===== src/rtl/neur_ctrl_pkg.sv =====
// Shared constants for the neuron sweep controller: FSM encoding, request types, spike entry width.
package neur_ctrl_pkg;

  typedef logic [1:0] ctrl_state_t;

  localparam ctrl_state_t ST_IDLE = 2'd0;
  localparam ctrl_state_t ST_RD   = 2'd1;
  localparam ctrl_state_t ST_WR   = 2'd2;

  localparam logic REQ_SINGLE = 1'b0;
  localparam logic REQ_SWEEP  = 1'b1;

  localparam int unsigned EVT_W   = 7;
  localparam int unsigned VIRTS_W = 5;

  // Spike entry is {neuron address, event code}
  function automatic int unsigned spk_width(input int unsigned m);
    return m + EVT_W;
  endfunction

endpackage


===== src/rtl/spk_fifo.sv =====
// Synchronous first-word-fall-through FIFO for output spike entries.
// Head data reads as zero while empty so the output is defined after reset.
module spk_fifo #(
  parameter int unsigned WIDTH = 15,
  parameter int unsigned DEPTH = 8
) (
  input  logic             clk,
  input  logic             rst_n,
  input  logic             push,
  input  logic [WIDTH-1:0] push_data,
  input  logic             pop,
  output logic [WIDTH-1:0] head_data,
  output logic             full,
  output logic             empty
);

  localparam int unsigned AW = (DEPTH > 1) ? $clog2(DEPTH) : 1;
  localparam int unsigned CW = AW + 1;

  logic [AW-1:0]    wr_ptr_q, wr_ptr_d;
  logic [AW-1:0]    rd_ptr_q, rd_ptr_d;
  logic [CW-1:0]    count_q, count_d;
  logic [WIDTH-1:0] mem_q [DEPTH];
  logic             do_push;
  logic             do_pop;

  assign full      = (count_q == CW'(DEPTH));
  assign empty     = (count_q == '0);
  assign head_data = empty ? '0 : mem_q[rd_ptr_q];

  always_comb begin
    do_push  = push && (!full || pop);
    do_pop   = pop && !empty;
    wr_ptr_d = wr_ptr_q;
    rd_ptr_d = rd_ptr_q;
    count_d  = count_q;
    if (do_push) wr_ptr_d = wr_ptr_q + AW'(1);
    if (do_pop)  rd_ptr_d = rd_ptr_q + AW'(1);
    if (do_push && !do_pop)      count_d = count_q + CW'(1);
    else if (do_pop && !do_push) count_d = count_q - CW'(1);
  end

  always_ff @(posedge clk) begin
    if (!rst_n) begin
      wr_ptr_q <= '0;
      rd_ptr_q <= '0;
      count_q  <= '0;
    end else begin
      wr_ptr_q <= wr_ptr_d;
      rd_ptr_q <= rd_ptr_d;
      count_q  <= count_d;
    end
  end

  // Storage needs no reset: entries are only visible through the count.
  always_ff @(posedge clk) begin
    if (do_push) mem_q[wr_ptr_q] <= push_data;
  end

endmodule


===== src/rtl/neur_sweep_ctrl.sv =====
// Neuron-core memory sequencer: read/write pair per neuron update, single or full sweep,
// spikes buffered in an FWFT FIFO. Define NEUR_SWEEP_DIS_SKIP_EN to skip rewriting disabled neurons.
module neur_sweep_ctrl
  import neur_ctrl_pkg::*;
#(
  parameter int unsigned N          = 256,
  parameter int unsigned M          = 8,
  parameter int unsigned FIFO_DEPTH = 8
) (
  input  logic                    CLK,
  input  logic                    RSTN_syncn,
  input  logic                    SPI_GATE_ACTIVITY_sync,
  input  logic                    REQ_VALID,
  output logic                    REQ_READY,
  input  logic                    REQ_TYPE,
  input  logic [M-1:0]            REQ_ADDR,
  input  logic [VIRTS_W-1:0]      REQ_VIRTS,
  output logic                    CTRL_NEURMEM_CS,
  output logic                    CTRL_NEURMEM_WE,
  output logic [M-1:0]            CTRL_NEURMEM_ADDR,
  output logic                    CTRL_NEUR_EVENT,
  output logic                    CTRL_NEUR_TREF,
  output logic [VIRTS_W-1:0]      CTRL_NEUR_VIRTS,
  input  logic [EVT_W-1:0]        NEUR_EVENT_OUT,
  input  logic                    NEUR_DISABLE,
  output logic                    SPK_VALID,
  input  logic                    SPK_READY,
  output logic [spk_width(M)-1:0] SPK_DATA,
  output logic                    SWEEP_BUSY
);

  localparam int unsigned SPK_W = spk_width(M);

  ctrl_state_t        state_q, state_d;
  logic               type_q, type_d;
  logic [M-1:0]       cur_addr_q, cur_addr_d;
  logic [VIRTS_W-1:0] virts_q, virts_d;

  logic               fifo_full;
  logic               fifo_empty;
  logic               fifo_push;
  logic [SPK_W-1:0]   fifo_push_data;
  logic               skip_wr;

`ifdef NEUR_SWEEP_DIS_SKIP_EN
  assign skip_wr = NEUR_DISABLE;
`else
  logic unused_disable;
  assign skip_wr        = 1'b0;
  assign unused_disable = NEUR_DISABLE;
`endif

  assign REQ_READY      = RSTN_syncn && (state_q == ST_IDLE) && !SPI_GATE_ACTIVITY_sync;
  assign SWEEP_BUSY     = RSTN_syncn && (state_q != ST_IDLE);
  assign fifo_push_data = {cur_addr_q, NEUR_EVENT_OUT};

  // Next state and memory-control decode; everything idles while reset is held.
  always_comb begin
    state_d           = state_q;
    type_d            = type_q;
    cur_addr_d        = cur_addr_q;
    virts_d           = virts_q;
    fifo_push         = 1'b0;
    CTRL_NEURMEM_CS   = 1'b0;
    CTRL_NEURMEM_WE   = 1'b0;
    CTRL_NEURMEM_ADDR = '0;
    CTRL_NEUR_EVENT   = 1'b0;
    CTRL_NEUR_TREF    = 1'b0;
    CTRL_NEUR_VIRTS   = '0;
    if (RSTN_syncn) begin
      case (state_q)
        ST_IDLE: begin
          if (REQ_VALID && REQ_READY) begin
            type_d     = REQ_TYPE;
            cur_addr_d = (REQ_TYPE == REQ_SWEEP) ? '0 : REQ_ADDR;
            virts_d    = (REQ_TYPE == REQ_SWEEP) ? '0 : REQ_VIRTS;
            state_d    = ST_RD;
          end
        end
        ST_RD: begin
          // A full FIFO stalls here so the following write can always push.
          if (!fifo_full) begin
            CTRL_NEURMEM_CS   = 1'b1;
            CTRL_NEURMEM_ADDR = cur_addr_q;
            state_d           = ST_WR;
          end
        end
        ST_WR: begin
          CTRL_NEURMEM_CS   = !skip_wr;
          CTRL_NEURMEM_WE   = !skip_wr;
          CTRL_NEURMEM_ADDR = cur_addr_q;
          CTRL_NEUR_EVENT   = (type_q == REQ_SINGLE);
          CTRL_NEUR_TREF    = (type_q == REQ_SWEEP);
          CTRL_NEUR_VIRTS   = virts_q;
          fifo_push         = !skip_wr && (NEUR_EVENT_OUT != '0);
          if ((type_q == REQ_SINGLE) || (cur_addr_q == M'(N - 1))) begin
            state_d = ST_IDLE;
          end else begin
            cur_addr_d = cur_addr_q + M'(1);
            state_d    = ST_RD;
          end
        end
        default: state_d = ST_IDLE;
      endcase
    end
  end

  always_ff @(posedge CLK) begin
    if (!RSTN_syncn) begin
      state_q    <= ST_IDLE;
      type_q     <= REQ_SINGLE;
      cur_addr_q <= '0;
      virts_q    <= '0;
    end else begin
      state_q    <= state_d;
      type_q     <= type_d;
      cur_addr_q <= cur_addr_d;
      virts_q    <= virts_d;
    end
  end

  spk_fifo #(
    .WIDTH (SPK_W),
    .DEPTH (FIFO_DEPTH)
  ) u_spk_fifo (
    .clk       (CLK),
    .rst_n     (RSTN_syncn),
    .push      (fifo_push),
    .push_data (fifo_push_data),
    .pop       (SPK_READY),
    .head_data (SPK_DATA),
    .full      (fifo_full),
    .empty     (fifo_empty)
  );

  assign SPK_VALID = !fifo_empty;

endmodule


===== config.mk =====
export PLATFORM = sky130hd
export DESIGN_NAME = neur_sweep_ctrl
export DESIGN_NICKNAME = d
export VERILOG_FILES = /design/src/rtl/neur_ctrl_pkg.sv /design/src/rtl/spk_fifo.sv /design/src/rtl/neur_sweep_ctrl.sv
export SDC_FILE = /design/constraint.sdc
export NUM_CORES = 1
export LEC_CHECK = 0
export BUFFER_PORTS_ARGS = -buffer_cell sky130_fd_sc_hd__buf_2
export CELL_PAD_IN_SITES_DETAIL_PLACEMENT = 1
export CELL_PAD_IN_SITES_GLOBAL_PLACEMENT = 1
export CORE_MARGIN = 2
export CORE_UTILIZATION = 53
export DETAILED_ROUTE_END_ITERATION = 10
export PLACE_DENSITY_LB_ADDON = 0.15
export SYNTH_ARGS = -nofsm -noshare
export SYNTH_HDL_FRONTEND = slang
export SYNTH_SLANG_ARGS = --single-unit

===== constraint.sdc =====
create_clock -name CLK -period 5.1 [get_ports CLK]
set_input_delay 0.255 -clock CLK [delete_from_list [all_inputs] [get_ports CLK]]
set_output_delay 0.255 -clock CLK [all_outputs]
set_load 0.03 [all_outputs]

==> results of run 1 <==
[state kept, by name, indices dropped and copies added (netlist names), named ones only]
signal and count:
u_spk_fifo.mem_q 120, type_q 1, u_spk_fifo.count_q 4, u_spk_fifo.rd_ptr_q 3
virts_q 5, cur_addr_q 8, state_q 2, u_spk_fifo.wr_ptr_q 3
[power by group through the flow]
| stage | combinational, mW | sequential (mW) | clock, mW |
|---|---|---|---|
| 2_1_floorplan | 0.857 | 1.54 | 0 |
| 6_report | 1.10 | 1.59 | 1.44 |
| 4_1_cts | 1.11 | 1.59 | 1.45 |
| 5_1_grt | 1.20 | 1.61 | 1.49 |
| 3_5_place_dp | 1.10 | 1.61 | 0 |
| 3_3_place_gp | 1.06 | 1.60 | 0 |
[metrics by stage]
step | setup WS (ps) | power (mW) | area [um2] | cells | hold WS [ps]
CTS | 2010 | 4.15 | 7460 | 624 | 90.5
finish | 2060 | 4.13 | 7460 | 624 | 106
global route | 1780 | 4.30 | 7460 | 624 | 109
floorplan | 2120 | 2.39 | 6330 | 408 | 354
detailed placement | 2070 | 2.71 | 6780 | 592 | 443
global placement | 2140 | 2.66 | 6780 | 592 | 436
[synth_stat cells (4+ instances only)]
cell type | instances | share of area
a21oi_1 | 17 | 0.013
a22oi_1 | 4 | 0.0047
and2_1 | 12 | 0.012
and3_1 | 8 | 0.0079
buf_2 | 8 | 0.0063
clkbuf_1 | 10 | 0.0059
dfxtp_1 | 29 | 0.092
edfxtp_1 | 120 | 0.57
ha_1 | 10 | 0.020
inv_1 | 8 | 0.0047
mux2i_1 | 19 | 0.030
mux4_2 | 30 | 0.11
nand2_1 | 26 | 0.015
nand2b_1 | 5 | 0.0049
nand3_1 | 7 | 0.0055
nand4_1 | 5 | 0.0049
nor2_1 | 32 | 0.019
o21ai_0 | 5 | 0.0040
[final timing paths]
| path | start | endpoint |
|---|---|---|
| max | state_q[0] | u_spk_fifo.count_q[3] |
| min reg2reg | virts_q[2] | virts_q[2] |
| min | REQ_TYPE | type_q |
| max reg2reg | state_q[0] | u_spk_fifo.count_q[3] |
[kinds of logic after synthesis]
kind of cell	Yosys count
adders and majority gates	11
muxes	49
and+or+nand+nor	113
xor gates and xnor gates	6
buffers and inverters	31
AOI/OAI and AO/OA	49
DFF	149
[area by class of cell]
class	instances	area (um2)
inverter	10	37.5
clock inverter	14	244
clock buffer	18	429
multi-input combinational	228	2060
timing repair buffer	62	315
tap	143	179
sequential	149	4190
fill	1075	4060
[tightest hold or removal path: stages]
cell and delay, ps:
buf_2 110, nand3_1 60, a21oi_1 50
[routing by layer]
metal  global-route usage  vias to the layer above  part of all wire  routed length (um)
met2                0.429                      108              0.53                7880
met3               0.0632                       22             0.038                 573
met4               0.0911                        0             0.019                 286
met1                0.307                     1913              0.41                6150
met5                    0                        -                 0                   0
li1                     -                     1703                 -                   -
==> results.md, run 1 <==
- The depth of the most critical reg-to-reg path is 12.
- The number of unique standard cell types used by synthesis is 52.
- The proportion of synthesized area in mux cells is 0.137.
- The worst hold path class is in2reg.
- The full die area is 12800 um2.
- After synthesis, the largest family of logic cells by area is multiplexers.
- The routed layout has 3746 vias.
- Post-CTS repair changed the size of 0 cells.
- The switching power share of the total is 0.321.
- The async set-reset flop share out of synthesis is 0.
- Data arrives at the worst endpoint at 3390 ps.
- On the final layout, the worst clock skew is 7.18 ps.
- The first detailed-routing pass took 5 iterations.
- In the layout the commonest cells are edfxtp_1, buf_2, mux4_2.
- The routability-driven placement congestion ratio is 0.767.
- The worst IR drop on VDD is 0.000270 V.
- After floorplanning, the core was sized to cover 11500 um2.
- The area growth from synthesis to layout is 17.7%.
- The type of the worst setup path is reg2reg.
- The count of antenna-violating nets left after detailed routing is 0.
- The cell count after synthesis is 408.
- The tree built by TritonCTS fans out to 149 sinks.
- The total number of nets in the final design is 506.
- The final global-route overflow total is 0.
- Setup slack on the worst reg-to-reg path comes out at 2060 ps.
- The largest single stage delay on the critical path is 620 ps.
- The CTS tree is built.
- In this run the power density over the cells is 554 nW/um2.
- The clock tree synthesis step divided the H-tree into 4 levels.
- The run finished with clean final reports.
- Setup total negative slack on the finished layout was measured at 0 ps.
- The depth of the worst hold-timing path is 3.
- Measured along the x axis, the die boundary spans 113 um.
- The quantity of hold-fixing buffers added after cts is 0.
- In the final routed layout, each cell accounts on average for 23.9 um.
- The buffer count from post-CTS setup fixing is 0.
- The cell type of the slowest stage on the worst timing path is ha_1.
- For this run, design rule violations remaining after detail routing come to 0.
- The number of clock buffers added by TritonCTS is 17.
- The library cell used as clock root buffer is clkbuf_16.
- The internal portion of the total power is 2.80 mW.
- The effective utilization at floorplan is 0.550.
- In this run, synthesis inferred 120 flip-flops with an integrated enable.
- The maximum root-to-sink buffer count is 2.
- The cell seen most often among critical-path stages is ha_1.
- The most frequent standard cell in the layout excluding fill and tap cells is edfxtp_1.
- In this run, synthesis produced a sequential element count of 149.
- Counting every net in the synthesized netlist gives 446.
- The type of origin of the critical path is a flip-flop.
- The sequential share of the synthesized area is 0.661.
- The final hold violation count is 0.
- The relative max-transition margin is 0.246.
- The leading register cell type out of synthesis is edfxtp_1.
- The first-iteration detailed-routing DRC count is 183.
- The kind of cell with the highest combined delay on the critical path is adder cells.
- The sequential share of power is 0.385.
- The number of global-route vias before repair is 4129.
- The highest net fanout along the worst path is 21.
- The ratio of final minimum period to clock period is 0.596.
- STA classifies the critical path endpoint as a flip-flop.
- 62 I/O pins were placed.
- The clock-pin slew on the worst setup and hold paths is 60 ps.
- The count of standard-cell rows is 39.
- The first global-routing pass estimated 23500 um of wire.
- Of the total synthesized cell area, the portion taken by XOR and XNOR cells is 0.00830.
- For this block, the routed nets add up to 14900 um of wire.
- In this run the power spent charging and discharging nets is 1.33 mW.
- For this run, the number of Yosys warnings is 0.
- The clock network fraction of total power is 0.349.
- The instance count on the critical path is 12.
- Setup repair after global routing left no endpoint under its margin.
- Entering global routing, the biggest net connects 31 pins.
- The part of the total power dissipated in combinational logic is 0.266.
- The number of buffers and inverters on the critical path is 3.
- Of the cells placed in the final design, the portion with a size suffix greater than 1 is 0.306.
- For this design the static power due to leakage is 2.62 nW.
- Buffers placed on the I/O ports in this run total 60.
- The height of the chip is 113 um.
- The final count of pins violating max slew is 0.
- Detailed placement finished with a half-perimeter wire length of 8740 um.
- The end-of-flow core utilization is 0.647.
- Of the total synthesized cell area, the portion taken by full adders, half adders and majority gates is 0.0229.
- The achievable clock frequency is 0.329 GHz.
- Traced cell by cell, the critical path runs through inv_1 -> ha_1 -> and2_1 -> o221ai_4 -> inv_2 -> ha_1 -> inv_1 -> ha_1 -> a21o_1 -> a21oi_1 -> mux2i_1 -> mux2i_1.
- The data required time of the worst path is 5450 ps.
- The compound-gate portion of the synthesized area is 0.0587.
- For the pin with the worst max-slew slack, the measured transition is 1130 ps.
- The global-route usage over all layers is 0.249.
- The detail-routed via count per cell is 6.00.
- Clock latency on the worst-skew pair, taken at its later pin, is 420 ps.
- The number of antenna violations at the first check in global routing is 0.
- The number of max-cap violations is 0.
- The cell area that synthesis handed to floorplanning was 6330 um2.
- Each instance of the synthesized netlist takes up on average 15.5 um2.
- The shortest period the worst path allows is 3040 ps.
- Setup violations remaining at the end of the flow were counted as 0.
- The repair_antennas step left the layout with diodes totalling 0.
- Of the total synthesized cell area, the portion taken by AND, OR, NAND and NOR gates is 0.0921.
No activity file was read; power rests on OpenSTA's default activity.
==> inputs of run 2 (changes only) <==
CORE_UTILIZATION = 45   (was 53)
clock period = 2.65 ns   (was 5.1 ns; I/O delays follow)
==> run 2 against run 1 <==
Net effect:
- worst setup slack got worse by 1900 ps
- register-to-register slack got worse by 1900 ps
- count of clock-buffer cells in the layout up 10
- hold slack lost 95 ps
- routed wire length decreased by 4.1%
- sequential power grew 82%
- global-route usage is 4.4 points lower
- first-iteration DRC count is 41% higher
- sequential share of layout area fell by 1.3 points
- cell count rose by 11%
- utilization decreased by 9.5 points
- critical path type unchanged
- critical endpoint unchanged
- largest cell class unchanged
==> results.md, run 2 (synthesis results as in run 1) <==
- The number of H-tree branching levels is 4.
- For this run, the top clock speed supported by timing is 0.404 GHz.
- In this run the vertical extent of the chip is 123 um.
- The total overflow left after global routing is 0.
- Among the stages of the critical path, the cell type that occurs most often is mux2i_1.
- The final setup violation count is 0.
- The clock period could shrink to 2480 ps.
- More flip-flops sit in one register than any other, and that register is u_spk_fifo.mem_q.
- The full die area is 15000 um2.
- In the layout the commonest cells are edfxtp_1, buf_2, nor2_1.
- The residual DRC count is 0.
- The area added between synthesis and finish is 20.5%.
- During I/O placement, the number of pins put on the boundary was 62.
- In this run, the number of DRC markers left after iteration 0 of detailed routing was 258.
- The flow ran to the end, and the final reports show no timing, DRC or antenna violations.
- The count of inserted antenna diode cells is 0.
- The kind of capture point of the worst setup path is a flip-flop.
- Across the run, the number of max-cap violations was 0.
- The HPWL after detailed placement is 9290 um.
- Once detail routing completed, the nets flagged for antenna violations numbered 0.
- The worst pin sits at a relative slew slack of 0.382.
- Leaving out fill and tap cells, the most frequent cell in the layout is edfxtp_1.
- For this run, the total global-route usage over all layers was measured as 0.205.
- The pin count of the biggest net entering global routing is 31.
- The number of antenna violations at the first check in global routing is 0.
- After layout, the design draws a total of 7.43 mW.
- After layout, the worst setup slack is 174 ps.
- The floorplan core area is 13800 um2.
- The number of buffers created by CTS is 17.
- The final count of pins violating max slew is 0.
- The delay of the slowest critical-path stage is 560 ps.
- In the final layout, the registers with the most flip-flops are u_spk_fifo.mem_q: 120 flops, cur_addr_q: 8 flops, virts_q: 5 flops.
- Data arrives at the worst endpoint at 2830 ps.
- The count of input and output buffers is 60.
- The number of global-route vias before repair is 4047.
- The cell sitting at the root of the clock tree is a clkbuf_16.
- The multi-input combinational cells in the finished layout cover a total of 2040 um2.
- The ratio of final minimum period to clock period is 0.934.
- STA classifies the critical path startpoint as a flip-flop.
- The first-pass detailed-route iteration total is 4.
- The cell type of the slowest stage on the worst timing path is or4b_4.
- The leakage component of the power is 2.74 nW.
- The flip-flop count of the largest register, all copies and words added is 120.
- The sum of routed wire length over all layers is 14300 um.
- The post-place setup slack is 19.6 ps.
- The clock sink count is 149.
- The transition time at the pin with the least slew margin is 925 ps.
- TritonCTS built the clock tree.
- The number of inserted filler cells in the final layout is 1336.
- Between clock sinks in the finished design, the worst skew comes to 12.4 ps.
- The global-route wire length before repair is 22400 um.
- The worst setup path is of the reg2reg kind.
- The fraction of layout instances using a drive strength above 1 is 0.320.
- The effective utilization at floorplan is 0.458.
- The number of vias in the routed layout is 3770.
- The final hold violation count came to 0.
- Clock latency on the worst-skew pair, taken at its later pin, is 420 ps.
- The data required time of the worst path is 3000 ps.
- The horizontal die dimension is 123 um.
- The detail-routed via count per cell is 5.42.
- Dividing the detail-routed wire length by the instance count gives 20.5 um.
- Clock-pin slew was measured on the worst setup and hold paths at 60 ps.
- The routability-driven placement congestion ratio is 0.751.
- Power spread over the standard cell area amounts to 973 nW/um2.
- Summing all flip-flop and latch instances after layout gives 4190 um2.
- The critical path goes through or4b_4 -> o221ai_4 -> inv_4 -> ha_2 -> inv_2 -> ha_1 -> a21o_1 -> a21oi_2 -> mux2i_1 -> mux2i_1.
- The highest net fanout along the worst path is 5.
- The worst setup slack for register-to-register paths is 170 ps.
- The count of standard-cell rows is 43.
- The path class of the tightest hold or removal check is in2reg.
- The maximum root-to-sink buffer count is 2.
- The worst IR drop on VDD is 0.000401 V.
- The total number of nets in the final design is 540.
==> run 2: worst max-delay path, delay by kind of cell, from the launching register on <==
family                     cells  cell delay [ps]
buffers and inverters          2              150
muxes                          2              430
and+or+nand+nor                1              560
DFF                            1              310
AOI/OAI and AO/OA              3              550
adders and majority gates      2              410
==> run 2: per-stage QoR <==
stage	util	TNS, ps	std cells	area [um2]	hold slack (ps)
final	0.552	0	695	7630	11.5
after global routing	0.552	-12.8	695	7630	16.7
after CTS	0.550	0	693	7610	0.0236
after detailed placement	0.506	0	654	7000	425
after global placement	0.506	0	654	7000	411
after floorplan	-	0	408	6340	231
==> run 2: layout make-up <==
| cell class | instances | share of cell area |
|---|---|---|
| clock buffers | 28 | 0.0677 |
| clock inverters | 4 | 0.00279 |
| inverters | 10 | 0.00525 |
| multi-input cells | 228 | 0.268 |
| flip-flops and latches | 149 | 0.548 |
| well taps | 180 | 0.0295 |
| repair buffers | 96 | 0.0787 |
==> run 2: worst paths after layout <==
| check | startpoint | to | cells past startpoint |
|---|---|---|---|
| setup / recovery | u_spk_fifo.count_q[2] | u_spk_fifo.count_q[3] | 10 |
| hold / removal | NEUR_EVENT_OUT[6] | u_spk_fifo.mem_q[6][6] | 1 |
| setup reg to reg | u_spk_fifo.count_q[2] | u_spk_fifo.count_q[3] | 10 |
| hold reg to reg | virts_q[2] | virts_q[2] | 2 |
==> run 2: what timing repair did <==
action                                  4_1_cts  5_1_grt
endpoints found under the setup margin        0        9
buffers inserted                              0        2
gates resized for setup                       0        4
hold buffers                                  7        0
hold endpoints to repair                     28        0
==> run 2: per-layer routing <==
layer	up-vias	track usage	share of wire	wire [um]
met1	1893	0.262	0.42	6030
li1	1772	-	-	-
met4	0	0.0639	0.011	156
met2	91	0.344	0.52	7410
met5	-	0	0	0
met3	14	0.0558	0.048	682
==> run 2: power by group <==
group | switching [mW] | leakage, nW | internal [mW]
clock network | 0.857 | 0.262 | 1.32
registers | 0.133 | 1.33 | 2.77
logic | 1.40 | 1.15 | 0.954
total | 2.39 | 2.74 | 5.04
==> inputs of run 3 (changes only) <==
BUFFER_PORTS_ARGS = -buffer_cell sky130_fd_sc_hd__buf_4   (was -buffer_cell sky130_fd_sc_hd__buf_2)
CAP_MARGIN = 20   (was not set)
==> run 3 against run 2 <==
Net effect:
- routed wire length is 0.46% higher
- maximum frequency is 1.3% lower
- utilization up 1.3 points
- flip-flop and latch count unchanged
- critical path type unchanged
- critical endpoint is now u_spk_fifo.mem_q[4][1]
- largest cell class unchanged
==> results.md, run 3 (synthesis results as in run 1) <==
- The run finished with clean final reports.
- The first-iteration detailed-routing DRC count is 176.
- The first global-routing pass estimated 23000 um of wire.
- In the routed design, unresolved DRC markers number 0.
- The internal power component is 5.19 mW.
- No sink is reached through more buffers than the 2 on the longest clock path.
- In this run the remaining antenna-violating nets after routing total 0.
- The capture instance of the worst register-to-register path is u_spk_fifo.mem_q[4][1].
- The type of origin of the critical path is a flip-flop.
- The origin of the critical flop-to-flop path is state_q[0].
- The transition time at the pin with the least slew margin is 972 ps.
- The end-of-flow core utilization is 0.565.
- The achievable clock frequency is 0.399 GHz.
- In the global route stage, overall resource usage came out at 0.209.
- The final setup violation count is 0.
- The HPWL after detailed placement is 9300 um.
- The area added between synthesis and finish is 23.4%.
- The depth of the most critical reg-to-reg path is 8.
- The initial utilization of the core area, before any placement, comes to 0.458.
- CTS built an H-tree with a depth of 4.
- STA puts the critical path data required time at 2770 ps.
- The first detailed-routing pass took 4 iterations.
- The count of input and output buffers is 60.
- Summed over all layers, the global routing overflow is 0.
- The worst IR drop on VDD is 0.000500 V.
- In the final layout, the registers with the most flip-flops are u_spk_fifo.mem_q: 120 flops, cur_addr_q: 8 flops, virts_q: 5 flops.
- Across all register-to-register paths, the minimum setup slack is 140 ps.
- The count of placed standard cells including taps is 654.
- TritonCTS built the clock tree.
- The detail-routed via count per cell is 5.49.
- CTS saw 149 sinks.
- The fraction of layout instances using a drive strength above 1 is 0.322.
- The worst setup path endpoint is u_spk_fifo.mem_q[4][1].
- Clock latency on the worst-skew pair, taken at its later pin, is 420 ps.
- After detailed routing, the average wire length per cell comes to 20.6 um.
- In this run the tightest slew margin relative to its limit is 0.350.
- The kind of capture point of the worst setup path is a flip-flop.
- Leaving out fill and tap cells, the most frequent cells in the layout are edfxtp_1, buf_4, nor2_1.
- On the final layout, the worst hold slack is 16.1 ps.
- The clock network fraction of total power is 0.300.
- The sequential share of power is 0.378.
- The final count of pins violating max slew was 0.
- The final hold violation count was 0.
- The final standard cell count with taps included and fillers excluded is 695.
- The die covers 15000 um2.
- The routability-driven placement congestion ratio is 0.769.
- The highest net fanout along the worst path is 8.
- Setup repair after global routing left no endpoint under its margin.
- The flip-flop count of the largest register, all copies and words added is 120.
- In this run the count of I/O pins placed on the die edge is 62.
- Between clock sinks in the finished design, the worst skew comes to 9.86 ps.
- The register with the most flip-flops in the final layout is u_spk_fifo.mem_q.
- The shortest period the worst path allows is 2510 ps.
- The part of the total power dissipated in combinational logic is 0.322.
- The number of vias in the routed layout is 3815.
- Summed over all nets, the switching power comes to 2.47 mW.
- After routing the design area is 7810 um2.
- The type of the worst setup path is reg2reg.
- The post-place setup slack is -39.7 ps.
- Dividing total power by cell area gives a power density of 980 nW/um2.
- TritonCTS created 17 clock buffers.
- The number of max-cap violations is 0.
- Of the available clock period, the critical path in the final layout requires 0.947.
- In this run the worst hold path is classified as in2reg.
- The floorplan core area is 13800 um2.
- The final layout contains routed wiring with a total length of 14300 um.
- The post-layout total power is 7.65 mW.
- Across all setup checks in the final design, the least slack found is 142 ps.
- The setup TNS is 0 ps.
- The number of antenna violations at the first check in global routing is 0.
- The total number of nets in the final design is 540.
- The number of antenna diodes in the final layout is 0.
- The library cell used as clock root buffer is clkbuf_16.
- The number of global-route vias before repair is 4153.
- Clock-pin slew was measured on the worst setup and hold paths at 60 ps.
- Of the total power, the share spent switching nets is 0.322.
- The horizontal die dimension is 123 um.
- After detailed placement, the total cell area comes to 7150 um2.
- Entering global routing, the biggest net connects 31 pins.
- The most frequent standard cell in the layout excluding fill and tap cells is edfxtp_1.
- The launching element of the worst setup path is state_q[0].
- The count of standard-cell rows is 43.
- In this run the static leakage power is 2.77 nW.
- From bottom edge to top edge, the die measures 123 um.
- The endpoint arrival time on the critical path is 2630 ps.
run 3: layout make-up:
type / instances / area, um2
multi-input cells: 228 / 2040
clock buffers: 18 / 429
clock inverters: 14 / 136
fillers: 1305 / 6010
repair buffers: 96 / 753
well taps: 180 / 225
inverters: 10 / 40.0
flip-flops and latches: 149 / 4190
run 3: worst min path at each step:
stage	to	startpoint	slack [ps]	cells past startpoint
after detailed placement	u_spk_fifo.mem_q[5][1]	NEUR_EVENT_OUT[1]	390	1
after CTS	virts_q[2]	REQ_VIRTS[2]	10	3
after floorplan	u_spk_fifo.mem_q[0][0]	NEUR_EVENT_OUT[0]	230	0
after global placement	u_spk_fifo.mem_q[1][1]	NEUR_EVENT_OUT[1]	380	1
after global routing	virts_q[2]	REQ_VIRTS[2]	20	3
final	virts_q[2]	REQ_VIRTS[2]	20	3
run 3: repair_timing:
action | CTS | global route
resized for setup | 0 | 3
hold buffers | 8 | 0
endpoints found under the setup margin | 0 | 10
buffers inserted | 0 | 1
endpoints found under the hold margin | 50 | 0
run 3: power groups by stage:
stage / logic [mW] / registers, mW / clock network [mW]
after floorplan: 1.65 / 2.96 / 0
after global placement: 2.42 / 2.93 / 0
after detailed placement: 2.47 / 2.95 / 0
after CTS: 2.49 / 2.90 / 2.33
after global routing: 2.70 / 2.92 / 2.43
final: 2.47 / 2.89 / 2.29
run 3: critical path: stages, from the launching register on:
cell and delay [ps]:
dfxtp_1 340, inv_1 100, ha_1 170, and2_2 180, o221ai_4 110, inv_4 110
nand2b_2 100, nor2_1 760, buf_4 330
run 3: layer usage:
layer	up-vias	track usage	routed length [um]
li1	1772	-	-
met1	1963	0.269	6270
met2	66	0.358	7490
met3	14	0.0395	416
met4	0	0.0711	170
met5	-	0	0
